### src/rtl/cont_updown_if.sv
// Control/status bundle for the up/down modulo counter.
// master drives the controls, slave is the counter itself.
interface cont_updown_if #(
    parameter int unsigned WIDTH = 8
);
    logic             clr;
    logic             load;
    logic [WIDTH-1:0] d;
    logic             enable;
    logic             updown;
    logic [WIDTH-1:0] Q;
    logic             TC;
    logic             wrap;

    modport master (
        output clr, load, d, enable, updown,
        input  Q, TC, wrap
    );

    modport slave (
        input  clr, load, d, enable, updown,
        output Q, TC, wrap
    );
endinterface

### src/rtl/cont_updown_mod.sv
// Parametrised synchronous up/down modulo counter with load, clear and wrap flag.
// Define CONT_SATURATE_EN to saturate at the ends instead of wrapping.
module cont_updown_mod #(
    parameter int unsigned     WIDTH   = 8,
    parameter longint unsigned MODULUS = 256
) (
    input  logic          clk,
    input  logic          reset,
    cont_updown_if.slave  bus
);
    if (WIDTH < 2 || WIDTH > 32) begin : g_bad_width
        $error("cont_updown_mod: WIDTH out of range 2..32");
    end
    if (MODULUS < 2 || MODULUS > (64'd1 << WIDTH)) begin : g_bad_mod
        $error("cont_updown_mod: MODULUS out of range 2..2**WIDTH");
    end

    localparam logic [WIDTH-1:0] MAX = WIDTH'(MODULUS - 64'd1);

    logic [WIDTH-1:0] q;
    logic [WIDTH-1:0] q_next;
    logic             wrap_q;
    logic             wrap_next;
    logic             at_max;
    logic             at_zero;
    logic             d_over;

    assign at_max  = (q == MAX);
    assign at_zero = (q == '0);
    // Widen before comparing so MODULUS == 2**WIDTH never clamps.
    assign d_over  = ({{(64-WIDTH){1'b0}}, bus.d} > (MODULUS - 64'd1));

    always_comb begin
        q_next    = q;
        wrap_next = 1'b0;
        if (bus.clr) begin
            q_next = '0;
        end else if (bus.load) begin
            q_next = d_over ? MAX : bus.d;
        end else if (bus.enable) begin
            if (bus.updown) begin
                if (at_max) begin
`ifdef CONT_SATURATE_EN
                    q_next = q;
`else
                    q_next    = '0;
                    wrap_next = 1'b1;
`endif
                end else begin
                    q_next = q + WIDTH'(1);
                end
            end else begin
                if (at_zero) begin
`ifdef CONT_SATURATE_EN
                    q_next = q;
`else
                    q_next    = MAX;
                    wrap_next = 1'b1;
`endif
                end else begin
                    q_next = q - WIDTH'(1);
                end
            end
        end
    end

    always_ff @(posedge clk) begin
        if (reset) begin
            q      <= '0;
            wrap_q <= 1'b0;
        end else begin
            q      <= q_next;
            wrap_q <= wrap_next;
        end
    end

    assign bus.Q    = q;
    assign bus.wrap = wrap_q;
    assign bus.TC   = bus.enable & (bus.updown ? at_max : at_zero);
endmodule

### src/flat_wrapper.sv
// flat-port wrapper written by rule: the top's interface ports become plain ports
module cont_updown_mod_flat 
#(
    parameter int unsigned     WIDTH   = 8,
    parameter longint unsigned MODULUS = 256
)
  (clk, reset, bus_clr, bus_load, bus_d, bus_enable, bus_updown, bus_Q, bus_TC, bus_wrap);
  cont_updown_if #(.WIDTH(WIDTH)) bus_i ();
  input  logic clk;
  input  logic reset;
  input wire logic [$bits(bus_i.clr)-1:0] bus_clr;
  input wire logic [$bits(bus_i.load)-1:0] bus_load;
  input wire logic [$bits(bus_i.d)-1:0] bus_d;
  input wire logic [$bits(bus_i.enable)-1:0] bus_enable;
  input wire logic [$bits(bus_i.updown)-1:0] bus_updown;
  output wire logic [$bits(bus_i.Q)-1:0] bus_Q;
  output wire logic [$bits(bus_i.TC)-1:0] bus_TC;
  output wire logic [$bits(bus_i.wrap)-1:0] bus_wrap;
  assign bus_i.clr = bus_clr;
  assign bus_i.load = bus_load;
  assign bus_i.d = bus_d;
  assign bus_i.enable = bus_enable;
  assign bus_i.updown = bus_updown;
  assign bus_Q = bus_i.Q;
  assign bus_TC = bus_i.TC;
  assign bus_wrap = bus_i.wrap;
  cont_updown_mod #(.WIDTH(WIDTH), .MODULUS(MODULUS)) u_core (.clk(clk), .reset(reset), .bus(bus_i));
endmodule
### config.mk
export PLATFORM = sky130hd
export DESIGN_NAME = cont_updown_mod_flat
export DESIGN_NICKNAME = d
export VERILOG_FILES = /design/src/rtl/cont_updown_if.sv /design/src/rtl/cont_updown_mod.sv /design/src/flat_wrapper.sv
export SDC_FILE = /design/constraint.sdc
export NUM_CORES = 1
export LEC_CHECK = 0
export BUFFER_PORTS_ARGS = -buffer_cell sky130_fd_sc_hd__buf_2
export CAP_MARGIN = 20
export CORE_ASPECT_RATIO = 1.5
export CORE_UTILIZATION = 46
export CTS_CLUSTER_DIAMETER = 100
export DETAILED_ROUTE_END_ITERATION = 16
export PLACE_DENSITY = 0.74
export SLEW_MARGIN = 0
export SYNTH_ARGS = -nofsm -noshare
export SYNTH_HDL_FRONTEND = slang
export SYNTH_SLANG_ARGS = --single-unit
### constraint.sdc
create_clock -name clk -period 1.7 [get_ports clk]
set_input_delay 0.34 -clock clk [delete_from_list [all_inputs] [get_ports clk]]
set_output_delay 0.34 -clock clk [all_outputs]
set_load 0.05 [all_outputs]
# Yosys cells after proc, flatten, opt, wreduce, memory -nomap -nowiden
# Cells that the tools add are included.
[totals] elab_cells=20 input_bits=14 ff_bits=9 out_inout_bits=10
[op_classes] n_mux=9 n_eq_ne=1 n_bitwise=2 reduce_logical=4 addsub=2
[op_table] op="8-bit 2-to-1 mux" count=5
[op_table] op="8-bit by 1-bit adder with 8-bit output (second input constant)" count=1
[op_table] op="8-bit == test (second input constant)" count=1
[op_table] op="8-bit logical NOT" count=1
[op_table] op="8-bit by 1-bit subtractor with 8-bit output (second input constant)" count=1
[op_table] op="1-bit 2-to-1 mux" count=4
[op_table] op="4-bit OR reduction" count=1
[op_table] op="2-bit nonzero test" count=1
[op_table] op="2-bit OR reduction" count=1
[op_table] op="1-bit AND" count=1
[op_table] op="1-bit NOT" count=1

# Logic depth before layout (Yosys ltp)
# Gate-level depths: netlist (run 1).
[depth] ltp_word=5 ltp_mapped=6 depth_no_buf=6

# Worst setup path before layout (run 1)
# OpenSTA, ideal clock, no wires.
[synth_timing] path_type="register -> output" startpoint="reg u_core.q[1], in the netlist u_core.bus.Q[1]" endpoint="out bus_TC" path_buffers=0 stages_incl_launch_ff=6 slack_ps=-847 t_required_ps=1360 arrival_time_ps=2207 cell_sequence="dfxtp_1 > ha_1 > and4_4 > nand4_2 > o21a_1 > nor2_1"
[synth_between] elab_chain_cells=3 word_cells_on_any_way=4 classes_between="1 x eq/ne; 1 x mux; 1 x bitwise; 1 x reduce/logical"
[synth_rtl] item="from (decl)" line_no="cont_updown_mod.sv:20" text="logic [WIDTH-1:0] q;"
[synth_rtl] item="from (signal assigned)" line_no="cont_updown_mod.sv:72" text="q <= q_next;"
[synth_rtl] item="8-bit == test / 8-bit logical NOT (equally long branches)" line_no="cont_updown_mod.sv:28, cont_updown_mod.sv:29"
[synth_rtl] item="1-bit 2-to-1 mux *" line_no="cont_updown_mod.sv:79" text="assign bus.TC = bus.enable & (bus.updown ? at_max : at_zero);"
[synth_rtl] item="1-bit AND *" line_no="cont_updown_mod.sv:79"
[synth_rtl] item="to (decl)" line_no="flat_wrapper.sv:17" text="output wire logic [$bits(bus_i.TC)-1:0] bus_TC;"
# Mark *: on every way between the ends. The rest lies on a longest branch, timed or not.

# Worst setup path in the final report (run 1)
# Same ends and word-level chain as after synthesis.

==> results of run 1 <==
==> stage by stage <==
stage | utilization | TNS (ps) | hold slack (ps)
global placement | 0.645 | -39.5 | 566
detailed placement | 0.645 | -60.9 | 576
finish | 0.683 | -225 | 311
CTS | 0.679 | -226 | 313
global route | 0.683 | -322 | 322
floorplan | - | -159 | 473
==> registers in the layout (all words and copies together) (netlist names) <==
name / count
u_core.bus.Q: 8
u_core.bus.wrap: 1
==> cells by family (layout without fill, tap and decap cells) <==
group | Yosys count | in the layout
AO/OA/AOI/OAI | 39 | 39
XOR/XNOR | 4 | 4
buffers and inverters | 15 | 60
adder cells (fa/ha/maj) | 3 | 3
multiplexers | 2 | 2
AND/OR/NAND/NOR | 40 | 40
flip-flops | 9 | 9
==> final cells by class <==
cell class / instances / area (µm²)
sequential: 9 / 195
clock buffer: 4 / 26.3
multi-input combinational: 88 / 667
timing repair buffer: 50 / 324
fill: 152 / 588
inverter: 6 / 27.5
tap: 21 / 26.3
==> metal layers <==
layer  global-route usage  up-vias  wire length [µm]
met5                    0        -                 0
met4                0.103        0                66
met3               0.0435       14               182
met2                0.516       65              1530
met1                0.340      497              1070
li1                     -      513                 -
==> Yosys cell counts (all sizes together) <==
master | instances | area share
nor4 | 1 | 0.023
a31o | 1 | 0.0096
and3 | 3 | 0.022
inv | 6 | 0.025
or3b | 1 | 0.0096
a31oi | 5 | 0.034
nand4 | 2 | 0.021
o211ai | 2 | 0.016
nand2 | 11 | 0.045
o21ai | 6 | 0.033
and2 | 1 | 0.0068
ha | 3 | 0.041
a32oi | 1 | 0.0096
a32o | 1 | 0.011
xnor2 | 3 | 0.029
nor2 | 6 | 0.025
or2 | 1 | 0.0068
nand2b | 1 | 0.0068
a21oi | 10 | 0.063
nor3 | 2 | 0.023
nor4b | 2 | 0.036
xor2 | 1 | 0.0096
o22ai | 1 | 0.0068
a211oi | 2 | 0.016
nand3 | 3 | 0.016
and4 | 2 | 0.022
nand4b | 1 | 0.0096
o21a | 3 | 0.025
a221o | 1 | 0.011
a2111o | 1 | 0.012
a21o | 1 | 0.0082
mux2i | 2 | 0.022
a211o | 3 | 0.029
or4b | 1 | 0.011
a311oi | 1 | 0.0096
buf | 7 | 0.074
clkbuf | 2 | 0.0082
and2b | 1 | 0.0096
dfxtp | 9 | 0.20
nor3b | 1 | 0.0082
==> layout by cell type (no fill, tap or decap), types with 3 or more instances in the layout <==
| cell | instances |
|---|---|
| buf_4 | 27 |
| nor2_1 | 5 |
| buf_2 | 22 |
| o21a_1 | 3 |
| dfxtp_2 | 6 |
| xnor2_1 | 3 |
| nand3_1 | 3 |
| inv_1 | 4 |
| a211o_1 | 3 |
| a21oi_1 | 8 |
| clkbuf_4 | 3 |
| a31oi_1 | 5 |
| nand2_1 | 11 |
| o21ai_0 | 5 |
==> report_power, final <==
part	total (µW)	switching [µW]	internal, µW
registers	236	15.4	221
clock network	176	85.5	90.9
logic	301	169	132
total	714	269	444
==> critical path: stages, from the launching register on <==
cell and delay, ps:
dfxtp_4 370, ha_2 180, and4_4 230, nand4_2 110, o21a_1 170, nor2_4 90
buf_6 160
==> timing repair <==
action | CTS | global route
resized for setup | 4 | 0
endpoints found under the setup margin | 1 | 2
setup buffers | 3 | 1
pin swaps | 2 | 0
==> how the worst min path moves through the flow <==
stage	startpoint	endpoint	slack, ps	cells after the start
floorplan	bus_d[1]	u_core.bus.Q[1]	470	2
global placement	u_core.bus.Q[4]	u_core.bus.Q[4]	570	2
detailed placement	u_core.bus.Q[4]	u_core.bus.Q[4]	580	2
CTS	bus_d[2]	u_core.bus.Q[2]	310	3
global route	bus_d[2]	u_core.bus.Q[2]	320	3
finish	bus_d[2]	u_core.bus.Q[2]	310	3
==> flow_summary.json, run 1 <==
{
  "outcome": "finished with violations",
  "violations": "negative setup slack",
  "die_h_um": 56.6,
  "grt_max_degree": 11,
  "cts_tree": "yes",
  "antenna_left": 0,
  "cp.required_ps": 1360,
  "reg2reg_setup_slack_ps": 20,
  "antennaDiodeCount": 0,
  "r2r-end": "u_core.bus.Q[0]",
  "hold_path_class": "in -> reg",
  "drv_cap": 0,
  "end_kind": "output port",
  "netlist_area_um2": 915,
  "start_kind": "register",
  "wire_per_inst_um": 16.0,
  "start_util": 0.493,
  "startpoint": "u_core.bus.Q[1]",
  "grt_overflow": 0,
  "clk_latency_ps": 270,
  "routed_wl_mm": 2.85,
  "cts_buffer_depth": 2,
  "synth.distinct_cells": 48,
  "synthCells": 112,
  "instances_no_fill": 178,
  "hpwl_mm": 2.13,
  "final_nets": 175,
  "synth_seq_cells": 9,
  "place_congestion": 1.01,
  "yosysWarnings": 0,
  "synth_nets": 129,
  "worst_slew_pin_slew_ps": 355,
  "cts_buffers": 3,
  "worst_ep_arrival_time_ps": 1590,
  "rows": 19,
  "dp_cells": 170,
  "finalMaxSlewViolations": 0,
  "grt.total_usage": 0.293,
  "synth_top_family_by_area": "simple AND/OR/NAND/NOR gates",
  "clkSlewWorstSetupHoldPaths_ps": 70,
  "synth-adder-area-share": 0.0410,
  "synthXorXnorAreaFrac": 0.0383,
  "crit_end": "bus_TC",
  "area_delta_synth_final_pct": 38.4,
  "hold_buffers": 0,
  "power_density_nw_per_um2": 564,
  "fin_crit_ps": 1930,
  "cts_sinks": 9,
  "ir_drop_mv": 0.466,
  "finalCritPeriodShare": 1.13,
  "final_layout_size_suffix_gt1_frac": 0.510,
  "fin_skew_ps": 0.205,
  "synth-compound-area-share": 0.294,
  "antenna_found_initial": 0,
  "dp_slack_ps": -60.9,
  "dr.pass1.iters": 5,
  "setup_viol": 1,
  "grt_pass1_wl_mm": 4.59,
  "cts_root_buf": "clkbuf_4",
  "postPlaceCellArea_um2": 1200,
  "worstReg2RegStart": "u_core.bus.Q[1]",
  "synthSimpleGateAreaFrac": 0.301,
  "vias": 1089,
  "fmax_ghz": 0.519,
  "grt_pass1_vias": 1019,
  "finalHoldViolCount": 0,
  "fin_total_pwr_uw": 714,
  "reg2reg_depth": 6,
  "max-slew-margin-rel": 0.762,
  "fin_area_um2": 1270,
  "route.detailed.drc": 0,
  "p_leak_uw": 0.000581,
  "via_per_inst": 6.12,
  "io_buffer_count": 23,
  "setup_slack_ps": -225,
  "rsz0062_at_grt": "yes",
  "ys_seq_area_frac": 0.197,
  "h-tree-depth": 1,
  "ios": 24,
  "synthMuxAreaShare": 0.0219,
  "dieArea_um2": 2170,
  "coreArea_um2": 1850,
  "drt_iter0_drc": 48,
  "critPathMaxFanout": 4,
  "path_class": "reg -> out",
  "dieWidth_um": 38.4,
  "syn_avg_cell_area_um2": 8.17
}
(Power assumes the default switching activity.)
==> inputs of run 2 (changes only) <==
--- a/config.mk
+++ b/config.mk
@@ -8,10 +8,11 @@
 export BUFFER_PORTS_ARGS = -buffer_cell sky130_fd_sc_hd__buf_2
 export CAP_MARGIN = 20
 export CORE_ASPECT_RATIO = 1.5
-export CORE_UTILIZATION = 46
+export CORE_UTILIZATION = 40
 export CTS_CLUSTER_DIAMETER = 100
 export DETAILED_ROUTE_END_ITERATION = 16
-export PLACE_DENSITY = 0.74
+export PLACE_DENSITY = 0.66
+export SKIP_LAST_GASP = 1
 export SLEW_MARGIN = 0
 export SYNTH_ARGS = -nofsm -noshare
 export SYNTH_HDL_FRONTEND = slang
==> constraint.sdc (replaced) <==
create_clock -name clk -period 1.7 [get_ports clk]
set_input_delay 0.34 -clock clk [delete_from_list [all_inputs] [get_ports clk]]
set_output_delay 0.34 -clock clk [all_outputs]
set_load 0.02 [all_outputs]
==> run 2 against run 1 <==
First-iteration DRC count is 25% lower. Total power decreased by 3.2%. Largest cell class unchanged. The flow still finishes with violations (negative setup slack). Highest routed layer unchanged. Clock skew grew 4.3 ps.
==> flow_summary.json, run 2 (synthesis gave the netlist of run 1 again) <==
{
  "grt_pass1_vias": 968,
  "finalHoldViolCount": 0,
  "coreArea_um2": 2100,
  "cts_tree": "yes",
  "cp.required_ps": 1360,
  "clkPwrFrac": 0.278,
  "mostFrequentLayoutCell": "buf_2",
  "dieWidth_um": 41.0,
  "h-tree-depth": 1,
  "end_kind": "output port",
  "whs_path_depth": 3,
  "fin_area_um2": 1200,
  "io_buffer_count": 23,
  "hold_buffers": 0,
  "route.detailed.drc": 0,
  "fin_crit_ps": 1890,
  "reg2reg_depth": 5,
  "start_kind": "register",
  "area_delta_synth_final_pct": 31.7,
  "rows": 20,
  "p_switching_uw": 254,
  "grt_pass1_wl_mm": 4.16,
  "dieArea_um2": 2490,
  "violations": "negative setup slack",
  "finalMaxSlewViolations": 0,
  "largest_reg_flops": 8,
  "final_nets": 169,
  "antenna_left": 0,
  "fin_skew_ps": 4.52,
  "cts_buffers": 3,
  "clkSlewWorstSetupHoldPaths_ps": 80,
  "power_density_nw_per_um2": 573,
  "grt_max_degree": 12,
  "max-slew-margin-rel": 0.755,
  "whs_ps": 295,
  "internal_power_uw": 436,
  "antennaDiodeCount": 0,
  "final_layout_size_suffix_gt1_frac": 0.430,
  "fmax_ghz": 0.530,
  "clk_latency_ps": 280,
  "dr.pass1.iters": 4,
  "grt_overflow": 0,
  "ir_drop_mv": 0.495,
  "die_h_um": 60.6,
  "p_leak_uw": 0.000550,
  "crit_chain": "inv_4 -> ha_4 -> nor4b_4 -> nand2_1 -> o21a_1 -> nor2_4 -> buf_6",
  "start_util": 0.435,
  "comb_power_share": 0.385,
  "seq_area_um2": 188,
  "cp_slowest_cell": "dfxtp_4",
  "rsz0062_at_grt": "yes",
  "outcome": "finished with violations",
  "vias": 1031,
  "postPlaceCellArea_um2": 1130,
  "p_sw_frac": 0.368,
  "finalCritPeriodShare": 1.11,
  "worst_path_largest_cell_delay_ps": 360,
  "drv_cap": 0,
  "ios": 24,
  "antenna_found_initial": 0,
  "final_cell_mix": "buf_2, buf_4, nand2_1",
  "wire_per_inst_um": 16.3,
  "setup_viol": 1,
  "fillers": 207,
  "path_class": "reg -> out",
  "worst_ep_arrival_time_ps": 1550,
  "hold_path_class": "in -> reg",
  "setup_slack_ps": -187,
  "multi_input_area_um2": 657,
  "pwr-share-seq": 0.337,
  "worst_slew_pin_slew_ps": 365,
  "via_per_inst": 5.96,
  "hpwl_mm": 2.18,
  "routed_wl_mm": 2.83,
  "fin_total_pwr_uw": 691,
  "critPathMaxFanout": 3,
  "place_congestion": 0.857,
  "grt.total_usage": 0.249,
  "cts_sinks": 9,
  "drt_iter0_drc": 36,
  "cts_buffer_depth": 2,
  "cts_root_buf": "clkbuf_4"
}
run 2: cell count changes in the layout (fill, tap and decap cells not counted):
cell,delta
buf_4,-6
dfxtp_1,+6
dfxtp_2,-6
ha_1,+2
ha_2,-2
nor3_1,+1
nor3_2,-1
run 2: layout make-up:
type,count,area share
Multi-Input combinational cell,88,0.545
Timing Repair Buffer,44,0.232
Sequential cell,9,0.156
Inverter,6,0.0228
Tap cell,22,0.0228
Clock buffer,4,0.0218
run 2: through the flow:
stage | utilization | instances | setup WS, ps | TNS, ps
3_3_place_gp | 0.539 | 164 | 81.3 | 0
5_1_grt | 0.573 | 173 | -235 | -235
2_1_floorplan | - | 112 | 6.86 | 0
6_report | 0.573 | 173 | -187 | -187
3_5_place_dp | 0.539 | 164 | 45.6 | 0
4_1_cts | 0.570 | 172 | -188 | -188
run 2: power groups by stage:
stage | logic, µW | registers (µW) | clock network [µW]
2_1_floorplan | 155 | 250 | 0
3_3_place_gp | 240 | 237 | 0
3_5_place_dp | 244 | 237 | 0
4_1_cts | 260 | 233 | 191
5_1_grt | 285 | 234 | 195
6_report | 266 | 233 | 192
run 2: worst paths after layout:
| check | from | to | slack, ps |
|---|---|---|---|
| max | u_core.bus.Q[1] | bus_TC | -190 |
| min | bus_d[1] | u_core.bus.Q[1] | 300 |
| max reg2reg | u_core.bus.Q[3] | u_core.bus.Q[6] | 120 |
| min reg2reg | u_core.bus.Q[4] | u_core.bus.Q[4] | 640 |
run 2: worst max-delay path, delay by kind of cell, from the launching register on:
family                     cells  cell delay [ps]
and+or+nand+nor                3              390
DFF                            1              360
AOI/OAI and AO/OA              1              220
buffers and inverters          2              180
adders and majority gates      1              110
run 2: what timing repair did:
action | CTS | global route
gates cloned | 0 | 0
endpoints found under the setup margin | 1 | 1
endpoints found under the hold margin | 0 | 0
gates resized for setup | 3 | 0
setup buffers | 4 | 1
pin swaps | 1 | 0
run 2: routing by layer:
metal,share of wire,vias up,GRT usage
met2,0.55,28,0.438
met4,0.029,0,0.171
li1,-,497,-
met3,0.034,8,0.0293
met5,0,-,0
met1,0.39,498,0.255
